===== config.mk =====
export PLATFORM = sky130hd
export DESIGN_NAME = line_length_window
export DESIGN_NICKNAME = d
export VERILOG_FILES = /design/src/rtl/ll_pkg.sv /design/src/rtl/ll_delay_buf.sv /design/src/rtl/line_length_window.sv
export SDC_FILE = /design/constraint.sdc
export NUM_CORES = 2
export LEC_CHECK = 0
export BUFFER_PORTS_ARGS = -buffer_cell sky130_fd_sc_hd__buf_2
export CORE_MARGIN = 3
export CORE_UTILIZATION = 52
export DETAILED_ROUTE_END_ITERATION = 8
export HOLD_SLACK_MARGIN = 0.05
export PLACE_DENSITY_LB_ADDON = 0.3
export SLEW_MARGIN = 30
export SYNTH_ARGS = -nofsm -noshare
export SYNTH_HDL_FRONTEND = slang
export SYNTH_MEMORY_MAX_BITS = 65536
export SYNTH_SLANG_ARGS = --single-unit

===== constraint.sdc =====
create_clock -name clk -period 24 [get_ports clk]
set_input_delay 4.8 -clock clk [delete_from_list [all_inputs] [get_ports clk]]
set_output_delay 4.8 -clock clk [all_outputs]
set_load 0.05 [all_outputs]

===== src/rtl/ll_pkg.sv =====
// ============================================================================
//  Module      : ll_pkg
//  Description : Shared types and default widths for the line-length feature
//                stage (line_length_window) and its delay buffer. The 1 s
//                window length is shared with the downstream baseline tracker.
//  Contents    : ll_state_e            - EMPTY / FILL / RUN window state
//                LL_DATA_WIDTH         - default raw sample width
//                LL_ADDR_WIDTH         - default circular-buffer index width
//                LL_OUT_WIDTH          - default feature width
//                DIFF_WIDTH            - |x[n]-x[n-1]| width (sample + 1)
//                WIN_LEN_1S            - 1 s window at 250 Hz
//  Revision    : 1.0 - initial release
// ============================================================================
`default_nettype none

package ll_pkg;

   localparam int LL_DATA_WIDTH = 16;
   localparam int LL_ADDR_WIDTH = 8;
   localparam int LL_OUT_WIDTH  = 25;
   localparam int DIFF_WIDTH    = LL_DATA_WIDTH + 1;
   localparam int WIN_LEN_1S    = 250;

   typedef enum logic [1:0] {
      EMPTY = 2'd0,
      FILL  = 2'd1,
      RUN   = 2'd2
   } ll_state_e;

endpackage

`default_nettype wire


===== src/rtl/ll_delay_buf.sv =====
// ============================================================================
//  Module      : ll_delay_buf
//  Description : DEPTH x WIDTH circular buffer holding the most recent
//                absolute differences. One synchronous write port and one
//                asynchronous read port sharing the same address, so the
//                value read in a cycle is the old contents (read-before-write).
//                Maps onto distributed RAM; contents are not reset.
//  Ports       : clk   - clock
//                we    - write enable
//                addr  - shared read/write index
//                wdata - value written at addr on the rising edge
//                rdata - current contents at addr (combinational)
//  Revision    : 1.0 - initial release
// ============================================================================
`default_nettype none

module ll_delay_buf
   import ll_pkg::*;
#(
   parameter int DEPTH      = WIN_LEN_1S,
   parameter int ADDR_WIDTH = LL_ADDR_WIDTH,
   parameter int WIDTH      = DIFF_WIDTH
) (
   input  logic                  clk,
   input  logic                  we,
   input  logic [ADDR_WIDTH-1:0] addr,
   input  logic [WIDTH-1:0]      wdata,
   output logic [WIDTH-1:0]      rdata
);

   logic [WIDTH-1:0] mem_q [DEPTH];

   assign rdata = mem_q[addr];

   always_ff @(posedge clk) begin
      if (we) begin
         mem_q[addr] <= wdata;
      end
   end

endmodule

`default_nettype wire


===== src/rtl/line_length_window.sv =====
// ============================================================================
//  Module      : line_length_window
//  Description : Line-length EEG feature: sliding sum of |x[n]-x[n-1]| over
//                the last WIN_LEN differences. One feature word per accepted
//                sample once the window is full, one cycle after the running
//                sum has been updated.
//  Ports       : clk         - clock, all logic on posedge
//                rst         - synchronous reset, active low
//                en          - active-low enable; high freezes all state
//                din         - raw signed sample
//                din_valid   - strobe qualifying din
//                dout        - feature word (signed, always >= 0), held
//                dout_valid  - one-cycle pulse when dout updates
//                window_full - high once WIN_LEN differences are held
//  Revision    : 1.0 - initial release
// ============================================================================
`default_nettype none

module line_length_window
   import ll_pkg::*;
#(
   parameter int DATA_WIDTH = LL_DATA_WIDTH,
   parameter int WIN_LEN    = WIN_LEN_1S,
   parameter int ADDR_WIDTH = LL_ADDR_WIDTH,
   parameter int OUT_WIDTH  = LL_OUT_WIDTH
) (
   input  logic                         clk,
   input  logic                         rst,
   input  logic                         en,
   input  logic signed [DATA_WIDTH-1:0] din,
   input  logic                         din_valid,
   output logic signed [OUT_WIDTH-1:0]  dout,
   output logic                         dout_valid,
   output logic                         window_full
);

   localparam int DIFF_W = DATA_WIDTH + 1;
   localparam int SUM_W  = OUT_WIDTH - 1;
   localparam int CNT_W  = ADDR_WIDTH + 1;
   localparam logic [ADDR_WIDTH-1:0] LAST_IDX = ADDR_WIDTH'(WIN_LEN - 1);
   localparam logic [CNT_W-1:0]      FULL_CNT = CNT_W'(WIN_LEN);

   // ------------------------------------------------------------------------
   // State
   // ------------------------------------------------------------------------
   ll_state_e                    state_q, state_d;
   logic signed [DATA_WIDTH-1:0] prev_q, prev_d;
   logic [SUM_W-1:0]             sum_q, sum_d;
   logic [ADDR_WIDTH-1:0]        wptr_q, wptr_d;
   logic [CNT_W-1:0]             count_q, count_d;
   logic                         upd_q, upd_d;
   logic signed [OUT_WIDTH-1:0]  dout_q, dout_d;
   logic                         dout_valid_q, dout_valid_d;
   logic                         window_full_q, window_full_d;

   logic                         din_ge_prev;
   logic [DIFF_W-1:0]            diff;
   logic [DIFF_W-1:0]            buf_rdata;
   logic                         buf_we;
   logic [SUM_W-1:0]             sum_add;
   logic [ADDR_WIDTH-1:0]        wptr_inc;

   // ------------------------------------------------------------------------
   // Absolute difference. Subtracting the smaller from the larger keeps the
   // modular DIFF_W-bit result exact: the magnitude of two full-scale samples
   // is at most 2^DATA_WIDTH-1, even though their signed difference would
   // need one more bit.
   // ------------------------------------------------------------------------
   assign din_ge_prev = (din >= prev_q);

   always_comb begin
      diff = '0;
      if (din_ge_prev) begin
         diff = {din[DATA_WIDTH-1], din} - {prev_q[DATA_WIDTH-1], prev_q};
      end else begin
         diff = {prev_q[DATA_WIDTH-1], prev_q} - {din[DATA_WIDTH-1], din};
      end
   end

   assign sum_add  = sum_q + SUM_W'(diff);
   assign wptr_inc = (wptr_q == LAST_IDX) ? '0 : wptr_q + 1'b1;
   assign buf_we   = rst & ~en & din_valid & (state_q != EMPTY);

   ll_delay_buf #(
      .DEPTH      (WIN_LEN),
      .ADDR_WIDTH (ADDR_WIDTH),
      .WIDTH      (DIFF_W)
   ) u_buf (
      .clk   (clk),
      .we    (buf_we),
      .addr  (wptr_q),
      .wdata (diff),
      .rdata (buf_rdata)
   );

   // ------------------------------------------------------------------------
   // Next-state: window FSM, accumulator and output stage
   // ------------------------------------------------------------------------
   always_comb begin
      state_d       = state_q;
      prev_d        = prev_q;
      sum_d         = sum_q;
      wptr_d        = wptr_q;
      count_d       = count_q;
      upd_d         = upd_q;
      dout_d        = dout_q;
      dout_valid_d  = 1'b0;
      window_full_d = window_full_q;

      if (!en) begin
         // Publish the sum produced by the previous accepted sample. While
         // en is high upd_q is simply held so the word is published on the
         // first enabled edge.
         upd_d = 1'b0;
         if (upd_q) begin
            dout_d        = {1'b0, sum_q};
            dout_valid_d  = 1'b1;
            window_full_d = 1'b1;
         end

         if (din_valid) begin
            prev_d = din;
            unique case (state_q)
               EMPTY: begin
                  state_d = FILL;
               end
               FILL: begin
                  sum_d   = sum_add;
                  wptr_d  = wptr_inc;
                  count_d = count_q + 1'b1;
                  if (count_d == FULL_CNT) begin
                     state_d = RUN;
                     upd_d   = 1'b1;
                  end
               end
               RUN: begin
                  // buf_rdata is the difference leaving the window; it is
                  // always part of sum_q so this never underflows.
                  sum_d  = sum_add - SUM_W'(buf_rdata);
                  wptr_d = wptr_inc;
                  upd_d  = 1'b1;
               end
               default: begin
                  state_d = EMPTY;
               end
            endcase
         end
      end
   end

   always_ff @(posedge clk) begin
      if (!rst) begin
         state_q       <= EMPTY;
         prev_q        <= '0;
         sum_q         <= '0;
         wptr_q        <= '0;
         count_q       <= '0;
         upd_q         <= 1'b0;
         dout_q        <= '0;
         dout_valid_q  <= 1'b0;
         window_full_q <= 1'b0;
      end else begin
         state_q       <= state_d;
         prev_q        <= prev_d;
         sum_q         <= sum_d;
         wptr_q        <= wptr_d;
         count_q       <= count_d;
         upd_q         <= upd_d;
         dout_q        <= dout_d;
         dout_valid_q  <= dout_valid_d;
         window_full_q <= window_full_d;
      end
   end

   assign dout        = dout_q;
   assign dout_valid  = dout_valid_q;
   assign window_full = window_full_q;

endmodule

`default_nettype wire

==> out/metrics.cfg <==
[detailed_routing]
totalWireLength_mm = 453
wire_per_inst_um = 35.1
vias = 85258
first_iter_violations = 12223
drt_drc_violations_left = 0
dr.pass1.iters = 9
vias_per_cell = 6.60
antenna_left = 0

[cts]
clk_path_buf_depth = 4
htree_levels = 5
path_clk_slew_ns = 0.06
cts_tree = done
cts_root_buf = clkbuf_16
cts_resized = 0
clock_latency_ns = 0.97
clock-sinks = 4344
cts_hold_buf = 0
numCtsBuffers = 423
post_cts_buffers = 0

[grt]
grt_max_degree = 187
antenna_found_initial = 34
grt_pass1_vias = 84558
grt_pass1_wl_mm = 644
grt_usage = 0.272
grt_remaining_overflow = 0

[synth]
ys_top_cells_by_count = edfxtp_1, mux4_2, nor2_1, nand2_1, clkbuf_1
synth_seq_area_share = 0.760
synth_top_area_cell = edfxtp_1
synthFlopType = edfxtp_1
ys_seq_elements = 4344
yosys-top-cells-area = edfxtp_1, mux4_2, dfxtp_1
yosys.area.top_type_share = 0.749
synth_area_sq_um = 170000
synth-async-reset-ratio = 0
yosys_warnings = 0
syn-num-nets = 7889
post-synth-top-count-cell = edfxtp_1
avgSynthCellArea_sq_um = 21.9
postSynthCellCount = 7795
ys_types = 91
synth_edf_count = 4250

[floorplan]
ios = 47
initial_core_util = 0.524
die_w_um = 579
core_sq_um = 325000
die_y_um = 579
rows = 209
die-area_sq_um = 335000

[worst_setup_path]
cp_common_cell = o21ai_0
cp_slowest_cell = or4b_2
start_kind = primary input
path_max_fanout = 174
required_ns = 24.82
critPathCaptureType = flop
arrival_ns = 13.16
path_class = primary input to flop
cpPeakStageDelay_ns = 0.70

[finish]
design_area_sq_um = 191000
drive_gt1_frac = 0.296
fin_util = 0.588
area_growth_pct = 12.3
fin_nets = 8315

[placement]
port_buffers = 45
dpl_cell_area_sq_um = 178000
gp_congestion = 0.914
hpwlAfterDp_mm = 262

[power]
total_leakage_power_nw = 58.4
ir_worst_vdd_uv = 63.5
pwr_density_cell_nw_per_um2 = 84.3
power_mw = 16.1

[sta]
finalCritPeriodShare = 0.514
period_minus_slack_ns = 12.34
max_freq_ghz = 0.0811
setup_tns_ns = 0
hold_viol = 0
rsz0062_at_grt = no
maxSlewHeadroom = 0.232
slew_violations = 0
setup_viol = 0
worstMarginPinSlew_ns = 1.15
skew_ns = 0.0653
holdWs_ns = 0.451

[min_path]
hold_path.class = flop to flop

[flow_run]
cap_violations = 0

[run_status]
status = finished clean

-- path summary, 6_finish.rpt --
kind	from	to	slack, ns	cells past startpoint
min reg2reg	dout[1]	dout[1]	0.45	2
min	dout[1]	dout[1]	0.45	2
max reg2reg	flop	sum_q[17]	14.35	24
max	din[1]	sum_q[23]	11.66	31
-- critical path, delay by kind of cell --
family                   cells  cell delay [ns]
XOR/XNOR                     2             0.35
AND/OR/NAND/NOR              4             1.30
AO/OA/AOI/OAI               19             4.87
multiplexers                 1             0.36
adder cells (fa/ha/maj)      2             0.75
buffers and inverters        3             0.68
-- layer usage --
metal | GRT usage | share of wire | vias to the layer above
li1 | - | - | 33584
met1 | 0.386 | 0.37 | 45636
met2 | 0.418 | 0.47 | 5183
met3 | 0.0678 | 0.12 | 831
met4 | 0.0912 | 0.039 | 24
met5 | 0 | 0.00036 | -
-- sequential cells by signal, indices dropped and copies added (netlist names), named ones only --
| name | flops |
|---|---|
| window_full | 1 |
| u_buf.mem_q | 4250 |
| prev_q | 16 |
| count_q | 9 |
| dout | 24 |
| state_q | 2 |
| wptr_q | 8 |
| upd_q | 1 |
| sum_q | 24 |
| dout_valid | 1 |
-- cells by family (layout without fill, tap and decap cells) --
| logic type | count (synthesis) | count (layout) | share of synthesized area |
|---|---|---|---|
| other | 1 | 14 | 0.0000220 |
| adder cells (fa/ha/maj) | 76 | 76 | 0.00573 |
| multiplexers | 1395 | 1395 | 0.174 |
| AO/OA/AOI/OAI | 468 | 468 | 0.0183 |
| XOR/XNOR | 64 | 64 | 0.00329 |
| flip-flops | 4344 | 4344 | 0.760 |
| AND/OR/NAND/NOR | 938 | 938 | 0.0246 |
| buffers and inverters | 509 | 1285 | 0.0144 |
-- layout make-up --
| cell class | instances | area, sq um |
|---|---|---|
| tap | 4325 | 5410 |
| inverter | 82 | 330 |
| antenna | 13 | 32.5 |
| clock buffer | 537 | 11200 |
| multi-input combinational | 2942 | 39600 |
| timing repair buffer | 428 | 3380 |
| sequential | 4344 | 130000 |
| fill | 22638 | 134000 |
| clock inverter | 238 | 2000 |
-- power breakdown --
| part | total [mW] | switching [mW] | internal [mW] |
|---|---|---|---|
| clock | 6.38 | 2.79 | 3.59 |
| combinational | 0.956 | 0.753 | 0.203 |
| sequential | 8.80 | 0.00468 | 8.80 |
| total | 16.1 | 3.55 | 12.6 |
-- cell usage in the layout, fill, tap and decap left out, drive strengths merged, types with 12 or more instances in the layout --
cell and n:
clkbuf 537, xor2 28, and2 20, nand2b 27, o211ai 12, diode 13, edfxtp 4250, buf 428
nand2 315, a21o 21, inv 99, nor3 36, nand4 13, ha 70, o21ai 59, xnor2 36
a22oi 32, bufinv 28, a211oi 49, nand3 47, nor2b 50, mux4 1253, dfxtp 94, o22ai 20
nor2 347, and3 20, a21oi 137, a31oi 30, clkinv 185, or3 12, mux2 13, mux2i 129
-- stage by stage --
step	std cells	worst slack, ns
after floorplan	7795	2.97
after global placement	12117	10.29
after detailed placement	12118	10.29
after CTS	12893	11.28
after global routing	12897	10.98
final	12909	11.66
No activity file was read; power rests on OpenSTA's default activity.
